===== config.mk =====
export PLATFORM = sky130hd
export DESIGN_NAME = fft_bin_to_bars
export DESIGN_NICKNAME = d
export VERILOG_FILES = /design/src/rtl/fft_bin_to_bars.sv
export SDC_FILE = /design/constraint.sdc
export NUM_CORES = 2
export LEC_CHECK = 0
export BUFFER_PORTS_ARGS = -buffer_cell sky130_fd_sc_hd__buf_2
export CAP_MARGIN = 20
export CORE_MARGIN = 5
export CORE_UTILIZATION = 50
export DETAILED_ROUTE_END_ITERATION = 8
export PLACE_DENSITY_LB_ADDON = 0.3
export RECOVER_POWER = 25
export SLEW_MARGIN = 25
export SYNTH_ARGS = -nofsm -noshare
export SYNTH_HDL_FRONTEND = slang
export SYNTH_SLANG_ARGS = --single-unit

===== constraint.sdc =====
create_clock -name MCLK -period 7 [get_ports MCLK]
set_input_delay 1.4 -clock MCLK [delete_from_list [all_inputs] [get_ports MCLK]]
set_output_delay 1.4 -clock MCLK [all_outputs]
set_load 0.01 [all_outputs]

===== src/rtl/fft_bin_to_bars.sv =====
// fft_bin_to_bars: turns each FFT output frame into NUM_COLS log2 bar heights
// with a one-step-per-frame fall-off, readable through a registered port.
//
// Handshake: the FFT source side has no ready. Every source_* input is meaningful
// only in a cycle with source_valid high. A valid beat is either consumed (IDLE with
// sop, or ACCUM) or ignored (IDLE without sop, DRAIN, FINISH, DISCARD).
module fft_bin_to_bars #(
  parameter int SAMPLE_LEGTH   = 24,
  parameter int FFT_SIZE_WIDTH = 10,
  parameter int NUM_COLS       = 32,
  parameter int MAX_HEIGHT     = 16,
  parameter int HEIGHT_OFFSET  = 9
) (
  input  logic                           MCLK,
  input  logic                           reset,
  input  logic                           source_valid,
  input  logic                           source_sop,
  input  logic                           source_eop,
  input  logic signed [SAMPLE_LEGTH-1:0] source_real,
  input  logic signed [SAMPLE_LEGTH-1:0] source_imag,
  input  logic signed [5:0]              source_exp,
  input  logic [1:0]                     source_error,
  input  logic [4:0]                     col_rd_addr,
  output logic [4:0]                     col_height,
  output logic                           frame_done,
  output logic                           frame_err
);

  localparam int FFT_SIZE = 1 << FFT_SIZE_WIDTH;
  localparam int HALF     = FFT_SIZE / 2;
  localparam int BPC      = HALF / NUM_COLS;
  localparam int BPC_W    = $clog2(BPC);
  localparam int COL_W    = $clog2(NUM_COLS);
  localparam int MAG_W    = SAMPLE_LEGTH + 1;
  localparam logic [FFT_SIZE_WIDTH-1:0] LAST_BIN = FFT_SIZE_WIDTH'(FFT_SIZE - 1);
  localparam logic signed [7:0] OFFSET_S = 8'(HEIGHT_OFFSET);
  localparam logic signed [7:0] MAX_S    = 8'(MAX_HEIGHT);

  // FSM state is kept in r_state so checkers can bind to it directly.
  typedef enum logic [2:0] {
    IDLE    = 3'd0,
    ACCUM   = 3'd1,
    DRAIN   = 3'd2,
    FINISH  = 3'd3,
    DISCARD = 3'd4
  } state_t;

  state_t                    r_state;
  state_t                    w_state_next;
  logic                      w_err_pulse;
  logic                      w_done_pulse;

  logic [FFT_SIZE_WIDTH-1:0] r_bin_cnt;
  logic                      r_bad;
  logic signed [5:0]         r_exp;
  logic                      r_drain;
  logic [COL_W-1:0]          r_col;
  logic [4:0]                r_stored [NUM_COLS];

  logic                      r_s1_valid;
  logic [MAG_W-1:0]          r_s1_mag;
  logic [FFT_SIZE_WIDTH-1:0] r_s1_bin;
  logic [MAG_W-1:0]          r_peak;
  logic [MAG_W-1:0]          r_peak_mem [NUM_COLS];

  logic                      w_accept;
  logic [FFT_SIZE_WIDTH-1:0] w_bin;
  logic                      w_bad_next;
  logic [SAMPLE_LEGTH-1:0]   w_abs_re;
  logic [SAMPLE_LEGTH-1:0]   w_abs_im;
  logic [MAG_W-1:0]          w_mag;
  logic                      w_s1_in_half;
  logic [COL_W-1:0]          w_s1_col;
  logic [MAG_W-1:0]          w_peak_base;
  logic [MAG_W-1:0]          w_peak_next;
  logic                      w_s2_write;
  logic [MAG_W-1:0]          w_fin_peak;
  logic [7:0]                w_len;
  logic signed [7:0]         w_e;
  logic signed [7:0]         w_h_raw;
  logic [4:0]                w_h;
  logic [4:0]                w_old_h;
  logic [4:0]                w_new_h;

  // Number of significant bits of a magnitude (0 for zero).
  function automatic logic [7:0] bit_len(input logic [MAG_W-1:0] v);
    logic [7:0] len;
    len = 8'd0;
    for (int i = 0; i < MAG_W; i++) begin
      if (v[i]) len = 8'(i + 1);
    end
    return len;
  endfunction

  assign w_accept   = source_valid && ((r_state == ACCUM) || (r_state == IDLE && source_sop));
  assign w_bin      = source_sop ? '0 : r_bin_cnt;
  assign w_bad_next = (source_sop ? 1'b0 : r_bad) | (|source_error);

  // Stage-1 magnitude: max + min/2; abs of the most negative value fits unsigned.
  always_comb begin
    w_abs_re = source_real[SAMPLE_LEGTH-1] ? (~source_real + 1'b1) : source_real;
    w_abs_im = source_imag[SAMPLE_LEGTH-1] ? (~source_imag + 1'b1) : source_imag;
    if (w_abs_re >= w_abs_im) w_mag = {1'b0, w_abs_re} + {2'b00, w_abs_im[SAMPLE_LEGTH-1:1]};
    else                      w_mag = {1'b0, w_abs_im} + {2'b00, w_abs_re[SAMPLE_LEGTH-1:1]};
  end

  // Stage-1 register: magnitude and bin index of each consumed beat.
  always_ff @(posedge MCLK) begin
    if (reset) begin
      r_s1_valid <= 1'b0;
      r_s1_mag   <= '0;
      r_s1_bin   <= '0;
    end else begin
      r_s1_valid <= w_accept;
      r_s1_mag   <= w_mag;
      r_s1_bin   <= w_bin;
    end
  end

  // Stage-2 peak: restart at each column's first bin, DC bin never contributes.
  always_comb begin
    w_s1_in_half = (r_s1_bin < FFT_SIZE_WIDTH'(HALF));
    w_s1_col     = r_s1_bin[BPC_W +: COL_W];
    w_peak_base  = (r_s1_bin[BPC_W-1:0] == '0) ? '0 : r_peak;
    if (r_s1_bin == '0)               w_peak_next = '0;
    else if (r_s1_mag > w_peak_base)  w_peak_next = r_s1_mag;
    else                              w_peak_next = w_peak_base;
    w_s2_write = r_s1_valid && w_s1_in_half && (r_s1_bin[BPC_W-1:0] == '1);
  end

  // Stage-2 register: running peak of the current column.
  always_ff @(posedge MCLK) begin
    if (reset) r_peak <= '0;
    else if (r_s1_valid && w_s1_in_half) r_peak <= w_peak_next;
  end

  // Per-column peak store, written at each column's last bin.
  always_ff @(posedge MCLK) begin
    if (w_s2_write) r_peak_mem[w_s1_col] <= w_peak_next;
  end

  // FSM state register.
  always_ff @(posedge MCLK) begin
    if (reset) r_state <= IDLE;
    else       r_state <= w_state_next;
  end

  // FSM next state and frame_done/frame_err pulse requests.
  always_comb begin
    w_state_next = r_state;
    w_err_pulse  = 1'b0;
    w_done_pulse = 1'b0;
    case (r_state)
      IDLE, ACCUM: begin
        if (w_accept) begin
          if (r_state == ACCUM && source_sop) w_err_pulse = 1'b1;
          if (source_eop) begin
            if (w_bin == LAST_BIN) begin
              w_state_next = w_bad_next ? DISCARD : DRAIN;
            end else begin
              w_state_next = IDLE;
              w_err_pulse  = 1'b1;
            end
          end else begin
            w_state_next = ACCUM;
          end
        end
      end
      DRAIN:   if (r_drain) w_state_next = FINISH;
      FINISH: begin
        if (r_col == COL_W'(NUM_COLS - 1)) begin
          w_state_next = IDLE;
          w_done_pulse = 1'b1;
        end
      end
      DISCARD: begin
        w_err_pulse  = 1'b1;
        w_state_next = IDLE;
      end
      default: w_state_next = IDLE;
    endcase
  end

  // Height of the column being committed: log2 length, exponent, offset, clamp, fall-off.
  always_comb begin
    w_fin_peak = r_peak_mem[r_col];
    w_len      = bit_len(w_fin_peak);
    w_e        = $signed(w_len) - $signed({{2{r_exp[5]}}, r_exp});
    w_h_raw    = w_e - OFFSET_S;
    if (w_h_raw < 8'sd0)     w_h = 5'd0;
    else if (w_h_raw > MAX_S) w_h = 5'(MAX_HEIGHT);
    else                     w_h = w_h_raw[4:0];
    w_old_h = r_stored[r_col];
    if (w_h >= w_old_h)      w_new_h = w_h;
    else if (w_old_h == '0)  w_new_h = 5'd0;
    else                     w_new_h = w_old_h - 5'd1;
  end

  // Frame bookkeeping, drain/column counters, stored heights, read port and pulses.
  always_ff @(posedge MCLK) begin
    if (reset) begin
      r_bin_cnt  <= '0;
      r_bad      <= 1'b0;
      r_exp      <= '0;
      r_drain    <= 1'b0;
      r_col      <= '0;
      col_height <= '0;
      frame_done <= 1'b0;
      frame_err  <= 1'b0;
      for (int i = 0; i < NUM_COLS; i++) r_stored[i] <= '0;
    end else begin
      if (w_accept) begin
        r_bin_cnt <= w_bin + FFT_SIZE_WIDTH'(1);
        r_bad     <= w_bad_next;
        if (source_sop) r_exp <= source_exp;
      end
      r_drain <= (r_state == DRAIN) ? ~r_drain : 1'b0;
      r_col   <= (r_state == FINISH) ? r_col + COL_W'(1) : '0;
      if (r_state == FINISH) r_stored[r_col] <= w_new_h;
      col_height <= r_stored[col_rd_addr];
      frame_done <= w_done_pulse;
      frame_err  <= w_err_pulse;
    end
  end

endmodule


==> impl_results.md <==
* Status: complete, but fails checks
* Failing checks: max-capacitance violations, max-slew violations
* Asr flop ratio synth at 0%
* Mapped cell area at 47,600 µm²
* CTS Buffer Depth at 3
* Syn nets at 3,300
* Final Max Tran Viols at 580
* Router iterations before antenna repair at 6
* Total of max-cap violations at 22
* Synth warn at 0
* Minimum clock period at 6.870 ns
* Setup crit start kind: flip-flop
* Distinct cells, synth at 75
* Initial Util at 50.24%
* Period utilization at 98.15%
* Area growth syn-to-layout at 13.62%
* Fillers at 7,205
* Fin nets at 3,461
* Clock transition at path regs at 0.06 ns
* Synth Area per Inst at 15.29 µm²
* Hold Path Class: flip-flop to flip-flop
* # hold bufs at CTS at 0
* Vias in the first global route at 29,116
* Largest net degree at the start of global routing at 68
* Die Area at 101,500 µm²
* First-pass GRT wire length at 184,600 µm
* Die width at 318.5 µm
* Residual DRC at 0
* Worst Skew at 0.03459 ns
* DP HPWL at 78,280 µm
* Via count at 29,156
* Ports at 73
* Most common cell after layout, fill and taps aside: edfxtp_1
* Std-Cell Rows at 113
* Max stage delay on crit path at 0.51 ns
* Slowest-stage cell, CP: dfxtp_4
* DP Cell Count at 4,409
* Drt via density at 6.314
* Pwr/cell area at 255.2 nW/µm²
* Placeable Area at 94,730 µm²
* Register bit count reported by yosys at 1,054
* Antenna-violating nets left at 0
* WL/cell at 27.36 µm
* Worst path required time at 7.39 ns
* CP Data Arrival Time at 7.26 ns
* Final Hold Viols at 0
* Non-Filler Instances at 4,618
* Achievable clock frequency at 145.6 MHz
* Initial antenna violation count at 1
* Sink Count at 1,054
* Top cell by count, worst path: buf_4
* Leak at 16.10 nW
* Drt total wl at 126,300 µm
* Fin Hold WS at 0.4495 ns
* Total CTS buffers at 97
* Footprint of the multi-input gates at 16,300 µm²
* Port buffer count at 72
* Tightest Pin Transition at 2.890 ns
* DR iter-0 viols at 3,112
* Worst-Skew Late Latency at 0.67 ns
* Fin worst setup slack at 0.1298 ns
* CTS tree: built
* Post-synth EDFFs at 960
* Setup slack after placement at -0.01836 ns
* Setup violations, final at 0
* Total gr overflow at 0
* RD Place Congestion at 0.8846
* # diodes at 0
* H-tree levels at 3
* Seq/Total Area, Yosys at 64.52%
* Total Routing Usage GR at 24.05%
* Slew Limit Headroom at -92.67%
* FF/Latch Area at 30,720 µm²
* Peak VDD IR at 185.9 µV
* CP max FO at 16
* Crit Path Class: flip-flop to flip-flop
* Most frequent cells in the layout: edfxtp_1 (960), nor2_1 (321), mux4_2 (240)
* Height of the die at 318.5 µm
* CP Capture Type: flip-flop
* Synth Flop Type: edfxtp_1
* Share of cells above drive strength 1 at 20.70%
* CTS root buffer: clkbuf_16
* Mapped Cells at 3,112
-- report_power, final --
| part | switching (mW) | internal (mW) | total [mW] |
|---|---|---|---|
| clock network | 2.30 | 3.12 | 5.43 |
| registers | 0.0681 | 6.93 | 6.99 |
| logic | 0.799 | 0.580 | 1.38 |
| total | 3.17 | 10.6 | 13.8 |
-- per-layer routing --
layer  up-vias  track usage [%]  wire length (µm)
met5         -                0                13
met4         2            8.566              4401
met3       260            4.086             11670
met2      1646            40.61             62750
met1     14717            31.85             47490
li1      12531                -                 -
-- cell families (layout without fill, tap and decap cells) --
family / count (synthesis) / count (layout) / synth area share (%)
compound gates: 437 / 437 / 6.172
buf+inv: 231 / 472 / 2.195
xor+xnor: 85 / 85 / 1.564
flops: 1054 / 1054 / 64.52
mux: 379 / 379 / 14.28
simple gates: 804 / 804 / 8.010
fa+ha+maj: 122 / 122 / 3.254
-- cells in the mapped netlist, types with 28 or more instances --
| cell | n | area (µm²) |
|---|---|---|
| ha_1 | 119 | 1489 |
| a21oi_1 | 77 | 385.4 |
| o21a_1 | 35 | 262.8 |
| edfxtp_1 | 960 | 28830 |
| nand3_1 | 28 | 140.1 |
| buf_2 | 36 | 180.2 |
| o21ai_0 | 54 | 270.3 |
| mux4_2 | 240 | 5405 |
| xnor2_1 | 64 | 560.5 |
| inv_1 | 61 | 229.0 |
| clkbuf_1 | 93 | 349.1 |
| a21o_1 | 29 | 217.7 |
| o22ai_1 | 59 | 369.1 |
| nor3_1 | 30 | 150.1 |
| dfxtp_1 | 94 | 1882 |
| nor2_1 | 346 | 1299 |
| mux2i_1 | 138 | 1381 |
| a22oi_1 | 78 | 585.6 |
| nand2b_1 | 52 | 325.3 |
| nand2_1 | 172 | 645.6 |
-- registers in the layout (all words and copies together) (netlist names) --
name        flops
r_state         3
frame_done      1
r_s1_valid      1
r_s1_bin       10
r_peak         25
frame_err       1
r_stored      160
r_bad           1
col_height      5
r_exp           6
r_s1_mag       25
r_peak_mem    800
r_bin_cnt      10
r_drain         1
r_col           5
-- timing repair --
action | 4_1_cts | 5_1_grt
gates resized for setup | 2 | 48
cloned | 0 | 7
buffers inserted | 0 | 22
pin swaps | 0 | 15
endpoints found under the setup margin | 100 | 160
-- final timing paths --
kind | start | cells past startpoint | end | slack [ns]
worst max-delay path | r_col[1]$_SDFF_PN0_ | 30 | r_stored[13][2]$_SDFFCE_PN0P_ | 0.13
worst min-delay path | r_drain$_SDFF_PP0_ | 1 | r_drain$_SDFF_PP0_ | 0.45
worst max register to register | r_col[1]$_SDFF_PN0_ | 30 | r_stored[13][2]$_SDFFCE_PN0P_ | 0.13
worst min register to register | r_drain$_SDFF_PP0_ | 1 | r_drain$_SDFF_PP0_ | 0.45
-- final cells by class --
| cell class | count | area share [%] |
|---|---|---|
| clock buffer | 121 | 4.732 |
| inverter | 62 | 0.4304 |
| tap | 1265 | 2.927 |
| clock inverter | 58 | 1.293 |
| timing repair buffer | 231 | 3.665 |
| multi-input combinational | 1827 | 30.14 |
| sequential | 1054 | 56.81 |
-- stage by stage --
| stage | util [%] | setup TNS (ns) | instance area [µm²] | total power, mW |
|---|---|---|---|---|
| finish | 57.09 | 0 | 54080 | 13.80 |
| global route | 57.09 | -1.846 | 54080 | 14.26 |
| CTS | 56.62 | 0 | 53640 | 13.83 |
| detailed placement | 53.18 | -0.04967 | 50370 | 8.475 |
| global placement | 53.07 | -18.42 | 50270 | 8.424 |
| floorplan | - | 0 | 47600 | 8.059 |
-- critical path, delay by kind of cell (launching register included) --
kind	cells	cell delay (ns)
AO/OA/AOI/OAI	11	2.48
AND/OR/NAND/NOR	9	1.45
adder cells (fa/ha/maj)	4	1.07
buffers and inverters	6	1.05
flip-flops	1	0.51
No activity file was read; power rests on OpenSTA's default activity.
